<file path="src/rtl/logic_capture_addr_gen.sv">
// Round-robin DRAM address generator for an 8-lane logic-capture engine.
// Define LA_ADDRGEN_RING_EN to make each lane region circular instead of stopping when it fills.
module logic_capture_addr_gen #(
    parameter logic [28:0] BASE_ADDR    = 29'h0,
    parameter int          REGION_WORDS = 4096,
    parameter int          BURST_LEN    = 32
) (
    input  logic        clk_ram_2x,
    input  logic        rst_n,
    input  logic [47:0] lane_level,
    output logic [7:0]  lane_ack,
    input  logic        capture_flush,
    output logic        addr_wr_en,
    output logic [28:0] addr_wr_data,
    output logic [7:0]  addr_wr_size,
    input  logic        addr_full,
    input  logic        ptr_rd_en,
    input  logic [2:0]  ptr_rd_addr,
    output logic [28:0] ptr_rd_data,
    output logic        flush_complete,
    output logic [7:0]  lane_overflow
);

    localparam logic [28:0] REGION = 29'(REGION_WORDS);
    localparam logic [28:0] BURST  = 29'(BURST_LEN);

    typedef enum logic [2:0] {RUN, ISSUE, WAIT, FLUSH, DONE} state_t;

    state_t      state;
    logic        wait_cnt;
    logic [28:0] wp [8];
    logic [2:0]  rr_ptr;

    logic [5:0]  level [8];
    logic [7:0]  elig;
    logic        grant_vld;
    logic [2:0]  grant;
    logic [2:0]  rr_idx;
    logic [28:0] lvl_g;
    logic [28:0] req_size;
    logic [28:0] room;
    logic [28:0] burst_size;
    logic [28:0] wp_sum;
    logic [28:0] next_wp;
    logic        set_ovf;
    logic        issue_go;

    function automatic logic [28:0] lane_base(input logic [2:0] lane);
        return BASE_ADDR + 29'(lane) * REGION;
    endfunction

    always_comb begin
        for (int i = 0; i < 8; i++) begin
            level[i] = lane_level[6*i +: 6];
            if (state == FLUSH)
                elig[i] = ~lane_overflow[i] && (level[i] != 6'd0);
            else
                elig[i] = ~lane_overflow[i] && (29'(level[i]) >= BURST);
        end
    end

    // First eligible lane at or after rr_ptr wins.
    always_comb begin
        grant_vld = 1'b0;
        grant     = rr_ptr;
        rr_idx    = rr_ptr;
        for (int k = 0; k < 8; k++) begin
            rr_idx = rr_ptr + 3'(k);
            if (!grant_vld && elig[rr_idx]) begin
                grant_vld = 1'b1;
                grant     = rr_idx;
            end
        end
    end

    // A burst never runs past the end of its lane region.
    always_comb begin
        lvl_g      = 29'(level[grant]);
        req_size   = (state == FLUSH && lvl_g < BURST) ? lvl_g : BURST;
        room       = REGION - wp[grant];
        burst_size = (req_size > room) ? room : req_size;
        wp_sum     = wp[grant] + burst_size;
`ifdef LA_ADDRGEN_RING_EN
        next_wp    = (wp_sum == REGION) ? 29'd0 : wp_sum;
        set_ovf    = 1'b0;
`else
        next_wp    = wp_sum;
        set_ovf    = (wp_sum == REGION);
`endif
        issue_go   = grant_vld && !addr_full &&
                     ((state == RUN && !capture_flush) || state == FLUSH);
    end

    always_ff @(posedge clk_ram_2x or negedge rst_n) begin
        if (!rst_n) begin
            state          <= RUN;
            wait_cnt       <= 1'b0;
            rr_ptr         <= 3'd0;
            for (int i = 0; i < 8; i++) wp[i] <= '0;
            lane_overflow  <= '0;
            lane_ack       <= '0;
            addr_wr_en     <= 1'b0;
            addr_wr_data   <= '0;
            addr_wr_size   <= '0;
            flush_complete <= 1'b0;
            ptr_rd_data    <= '0;
        end else begin
            addr_wr_en <= 1'b0;
            lane_ack   <= '0;
            if (ptr_rd_en)
                ptr_rd_data <= lane_base(ptr_rd_addr) + wp[ptr_rd_addr];

            case (state)
                RUN: begin
                    if (capture_flush) state <= FLUSH;
                    else if (issue_go) state <= ISSUE;
                end
                FLUSH: begin
                    if (!grant_vld) begin
                        state          <= DONE;
                        flush_complete <= 1'b1;
                    end else if (issue_go) begin
                        state <= ISSUE;
                    end
                end
                ISSUE: begin
                    state    <= WAIT;
                    wait_cnt <= 1'b0;
                end
                WAIT: begin
                    if (wait_cnt) state <= capture_flush ? FLUSH : RUN;
                    else wait_cnt <= 1'b1;
                end
                DONE: flush_complete <= 1'b1;
                default: state <= RUN;
            endcase

            // The push is registered on entry to ISSUE so addr_wr_en is high for exactly that cycle.
            if (issue_go) begin
                addr_wr_en   <= 1'b1;
                addr_wr_data <= lane_base(grant) + wp[grant];
                addr_wr_size <= 8'(burst_size);
                lane_ack     <= 8'b1 << grant;
                wp[grant]    <= next_wp;
                rr_ptr       <= grant + 3'd1;
                if (set_ovf) lane_overflow[grant] <= 1'b1;
            end
        end
    end

endmodule

</file>
<file path="config.mk">
export PLATFORM = sky130hd
export DESIGN_NAME = logic_capture_addr_gen
export DESIGN_NICKNAME = d
export VERILOG_FILES = /design/src/rtl/logic_capture_addr_gen.sv
export SDC_FILE = /design/constraint.sdc
export NUM_CORES = 1
export LEC_CHECK = 0
export CORE_AREA = 2 2 205 207
export CTS_CLUSTER_DIAMETER = 150
export DETAILED_ROUTE_END_ITERATION = 10
export DIE_AREA = 0 0 207 209
export MAX_ROUTING_LAYER = met4
export PLACE_DENSITY_LB_ADDON = 0.15
export SETUP_SLACK_MARGIN = 0.5
export SYNTH_ARGS = -nofsm -noshare
export SYNTH_HDL_FRONTEND = slang
export SYNTH_SLANG_ARGS = --single-unit
</file>
<file path="constraint.sdc">
create_clock -name clk_ram_2x -period 11.2 [get_ports clk_ram_2x]
set_input_delay 1.68 -clock clk_ram_2x [delete_from_list [all_inputs] [get_ports clk_ram_2x]]
set_output_delay 1.68 -clock clk_ram_2x [all_outputs]
set_load 0.05 [all_outputs]
</file>
==> Word level (Yosys, flattened, before mapping) <==
Index checks and enable logic that the tools add are counted.
{ "word_totals": {"ff_bits": 323, "input_bits": 56, "out_inout_bits": 84, "word_cells": 192} }
{ "op_classes": {"eq_ne": 7, "n_reduce_logical": 53, "n_addsub": 12, "muxes": 66, "n_lt_le_gt_ge": 23, "n_bitwise": 12, "n_shift": 1} }
{ "ops": {"columns": ["operator", "n"], "rows": [
  ["$bwmux 232", 1],
  ["$bmux 29 s3", 2],
  ["$mux 29", 6],
  ["$demux 29 s3", 1],
  ["$add 15x29->29", 2],
  ["$ge 6x6->1 const B", 8],
  ["$reduce_bool 6->1", 8],
  ["$lt 3x4->1 const B", 9],
  ["$mux 3", 11],
  ["$add 29x29->29", 1],
  ["$eq 29x13->1 const B", 1],
  ["$gt 6x29->1", 1],
  ["$logic_and 1x1->1", 29],
  ["$sub 13x29->29 const A", 1],
  ["$mux 1", 27],
  ["$bmux 1 s3", 8],
  ["$bmux 6 s3", 1],
  ["$mux 6", 3],
  ["$pmux 3 s5", 1],
  ["$add 3x3->3 const B", 4],
  ["$logic_not 1->1", 9],
  ["$not 1->1", 9],
  ["$ge 4x4->1 const B", 2],
  ["$mux 8", 1],
  ["19 further kinds", 28]
]} }

==> Longest topological paths before layout <==
{ "logic_depth": {"depth_word": 39, "mapped_depth": 59, "depth_no_buf": 51} }

==> Worst setup path after synthesis <==
OpenSTA, ideal clock, no wires.
{ "synth_path": {"kind": "input-to-reg", "from": "in lane_level[0]", "to": "reg lane_overflow[3]", "path_slack_ns": -1.183, "t_arrival_ns": 12.314, "required_ns": 11.131, "path_stages": 53, "path_buffers": 6, "setup_ns": 0.069, "path_cell_list": "nor4_1 > a221oi_2 > mux4_2 > nor2_4 > o21ai_2 > a221o_1 > a31o_1 > and2_1 > buf_4 > inv_2 > buf_6 > buf_4 > buf_4 > buf_2 > buf_1 > a21oi_1 > a311o_1 > nand3_1 > (+17 left out) > nor2b_1 > o21ai_0 > a21oi_1 > o21ai_0 > a21oi_1 > o21ai_0 > a21boi_0 > o21ai_0 > a21oi_1 > o21a_1 > or3_1 > xnor2_1 > nand3_1 > or4b_2 > nor4bb_1 > nand4_1 > nor4b_1 > a41o_1"} }
{ "synth_via": {"elab_chain_len": 39, "elab_cells_between_ends": 74, "cone_classes": "add/sub: 2; order compare: 5; eq/ne: 1; mux: 42; bitwise: 2; reduce/logical: 22"} }
{ "synth_rtl": {"columns": ["item", "line_no", "source"], "rows": [
  ["from (decl)", "10", "input logic [47:0] lane_level,"],
  ["parallel branches: the longest is 35 deep, another holds $ge 6x6->1", null, null],
  ["$mux 29 *", "81", "burst_size = (req_size > room) ? room : req_size;"],
  ["named net burst_size[0]", "42", "logic [28:0] burst_size;"],
  ["$add 29x29->29 *", "82", "wp_sum = wp[grant] + burst_size;"],
  ["$eq 29x13->1 *", "88", "set_ovf = (wp_sum == REGION);"],
  ["$reduce_and 2->1 (no line) *", null, null],
  ["to (signal assigned)", "100", "lane_overflow <= '0;"],
  ["to (signal, indexed assignment)", "146", "if (set_ovf) lane_overflow[grant] <= 1'b1;"],
  ["to (decl)", "21", "output logic [7:0] lane_overflow"]
]} }
Mark *: on every way through the listed nets, which the timed path passes. The select of a mux whose other input is x is not followed.
A chain may end at the register's enable or synchronous reset.

==> Worst setup path in the final report <==
{ "layout_path": {"from": "in lane_level[37]", "to": "reg lane_overflow[5]"} }
Same word-level chain as after synthesis.

==> impl_results.md <==
* Status: finished clean
* PortBufs at 139
* Fmax achieved at 94.5 MHz
* Yosys reg bits at 323
* Min Clock Period, post-route at 10.58 ns
* Remaining DRCs at 0
* Ant. Diodes at 0
* Floorplan row count at 75
* Die area at 43300 sq um
* Synth top area share at 0.400
* Post-Route Skew at 0.0246 ns
* Hold Path Stages at 1
* Worst path arrival time at 11.08 ns
* Final worst-path cycle share at 0.945
* Critical Path RT at 11.70 ns
* Clk slew on worst S/H paths at 0.06 ns
* Post-route cell area at 26700 sq um
* Setup WS post-layout at 0.617 ns
* Area of the multi-input gates at 12200 sq um
* Largest area contributor in the netlist: dfrtp_1
* Slowest Stage Delay on Critical Path at 0.58 ns
* CP max FO at 8
* Slew Limit Headroom at 0.324
* Die H at 209 um
* TritonRoute pass-1 iters at 5
* Fin. Hold Viols at 0
* R2r setup slk at 0.83 ns
* Crit path kind: input port to flip-flop
* Critical R2R Capture: lane_overflow[5]
* Largest net degree at the start of global routing at 120
* Worst Setup SP: lane_level[37]
* R2r startpoint: rr_ptr[0]
* Wire per inst at 21.9 um
* Syn_area_per_cell at 9.81 sq um
* CTS Buf Count at 38
* Maxcap violations at 0
* Initial Util at 0.490
* Reg2reg path depth at 51
* Most used cell, CP: a21oi_2
* Async S/R FF share, synth at 1.00
* Antenna violations before repair at 1
* Cell area after placement at 24500 sq um
* Crit start category: input port
* Synth Instances at 2061
* GPL Wtd Cong at 0.932
* Overall global routing resource usage at 0.321
* Netlist cell types at 100
* Largest cells by area after synthesis: dfrtp_1, mux4_2, nand2_1
* Register area at 8080 sq um
* Warnings from Yosys at 0
* CTS root buf: clkbuf_16
* Slew Viols, Final at 0
* HPWL after detailed placement at 46900 um
* Drt first-iter violations at 1811
* First-pass GRT wire length at 106000 um
* Hold_sp: flush_complete
* Final net count at 2593
* Grt ovf at 0
* Hold Buf Count CTS at 0
* Routed WL at 66800 um
* CTS Sinks at 323
* Final setup viols at 0
* Post-synth EDFFs at 0
* Via count at 18200
* Die W at 207 um
* Clock latency on the worst-skew pair at 0.57 ns
* Layout cells sized above 1 at 0.304
* Antenna viol nets, final at 0
* Worst Hold Class: flip-flop to flip-flop
* Cell area after synthesis at 20200 sq um
* Core area at 41300 sq um
* Slew @ Worst Pin at 1.01 ns
* RSZ-0062 raised after global routing: true
* Vias per cell at 5.96
* Slowest-stage cell, CP: mux4_2
* Filler Cell Count at 3381
* CTS tree: done
* IO Pins at 140
* Worst hold endpoint: flush_complete
* Setup Slack @ Placement at -0.815 ns
* Setup TNS at 0 ns
* Clk buf depth at 3
* Ys flop type: dfrtp_1
* Critical Path End Type: flip-flop
* Vias in the first global route at 18500
* Sequential-to-total area share from yosys stat at 0.400
* H-tree levels at 2
* Area delta synth->final at 32.0%
cell usage after synthesis, types with 18 or more instances:
master,count
mux4_2,99
mux2i_1,93
inv_1,83
xnor2_1,42
mux2_2,51
nand3_1,63
ha_1,47
nand2_1,371
nor3_1,22
clkbuf_1,79
xor2_1,18
a21oi_1,50
dfrtp_1,323
a21o_1,19
buf_1,22
nor2_1,99
o21ai_0,261
per-stage QoR:
| stage | std cells | util | hold WS [ns] |
|---|---|---|---|
| 4_1_cts | 3040 | 0.642 | 0.476 |
| 5_1_grt | 3052 | 0.647 | 0.502 |
| 3_5_place_dp | 2930 | 0.593 | 0.461 |
| 6_report | 3052 | 0.647 | 0.473 |
| 2_1_floorplan | 2080 | - | 0.458 |
| 3_3_place_gp | 2930 | 0.593 | 0.455 |
cells in the final DEF, fill, tap and decap left out, drive strengths merged, types with 6 or more instances in the layout:
cell type and n:
xor2 18, a21o 19, a211oi 16, ha 47, a311oi 7, and3 12, a221oi 10, nor3 23
clkbuf 71, dlymetal6s2s 10, o22ai 8, nand2b 13, clkdlybuf4s50 86, nor2 100, mux2 52, buf 367
o311ai 6, clkinv 8, mux2i 102, or3 11, nand3 63, o21a 11, conb 20, o21ai 267
o31ai 9, mux4 100, nor2b 8, clkdlybuf4s15 6, inv 87, nor4 20, nand2 371, or2 10
a21oi 51, a221o 12, xnor2 42, nand4 13, dlygate4sd2 8, dfrtp 323, and2 10
critical path: cells and delay by family:
kind                       cells  cell delay (ns)
AOI/OAI and AO/OA             21             3.30
and+or+nand+nor               17             3.28
buffers and inverters          8             1.23
adders and majority gates      3             0.80
muxes                          1             0.58
xor gates and xnor gates       1             0.16
kinds of logic (layout without fill, tap and decap cells):
logic type	count (synthesis)	count (layout)	share of synthesized area
buffers and inverters	213	646	0.0451
adder cells (fa/ha/maj)	50	50	0.0320
AND/OR/NAND/NOR	674	674	0.152
other	1	20	0.000185
multiplexers	254	254	0.194
flip-flops	323	323	0.400
AO/OA/AOI/OAI	486	486	0.151
XOR/XNOR	60	60	0.0260
area by class of cell:
class / instances / share of cell area
Inverter: 87 / 0.0128
Clock inverter: 11 / 0.00642
Timing Repair Buffer: 493 / 0.156
Sequential cell: 323 / 0.303
Multi-Input combinational cell: 1544 / 0.457
Clock buffer: 55 / 0.0395
Tap cell: 539 / 0.0253
metal layers:
| layer | up-vias | track usage | routed length (um) |
|---|---|---|---|
| met5 | - | - | 0 |
| met4 | 0 | 0.0830 | 1560 |
| met3 | 126 | 0.0567 | 4920 |
| met2 | 703 | 0.484 | 30300 |
| met1 | 9061 | 0.452 | 30100 |
| li1 | 8296 | - | - |
worst max path at each step:
| stage | endpoint |
|---|---|
| after floorplan | lane_overflow[3] |
| after global routing | lane_overflow[5] |
| final | lane_overflow[5] |
| after detailed placement | lane_overflow[5] |
| after CTS | lane_overflow[5] |
| after global placement | lane_overflow[5] |
sequential cells by signal, summed over array words and instances, names as in the netlist:
| name | flops |
|---|---|
| wp | 232 |
| addr_wr_data | 29 |
| ptr_rd_data | 29 |
| addr_wr_size | 8 |
| lane_ack | 8 |
| lane_overflow | 8 |
| rr_ptr | 3 |
| state | 3 |
| addr_wr_en | 1 |
| flush_complete | 1 |
| wait_cnt | 1 |
timing repair:
action	4_1_cts	5_1_grt
gates resized for setup	171	93
endpoints found under the hold margin	0	0
endpoints found under the setup margin	56	48
buffers inserted	44	12
pin swaps	92	63
Power is not shown: default switching activity piles up to over one toggle a cycle in this logic, so the estimate is an artifact.
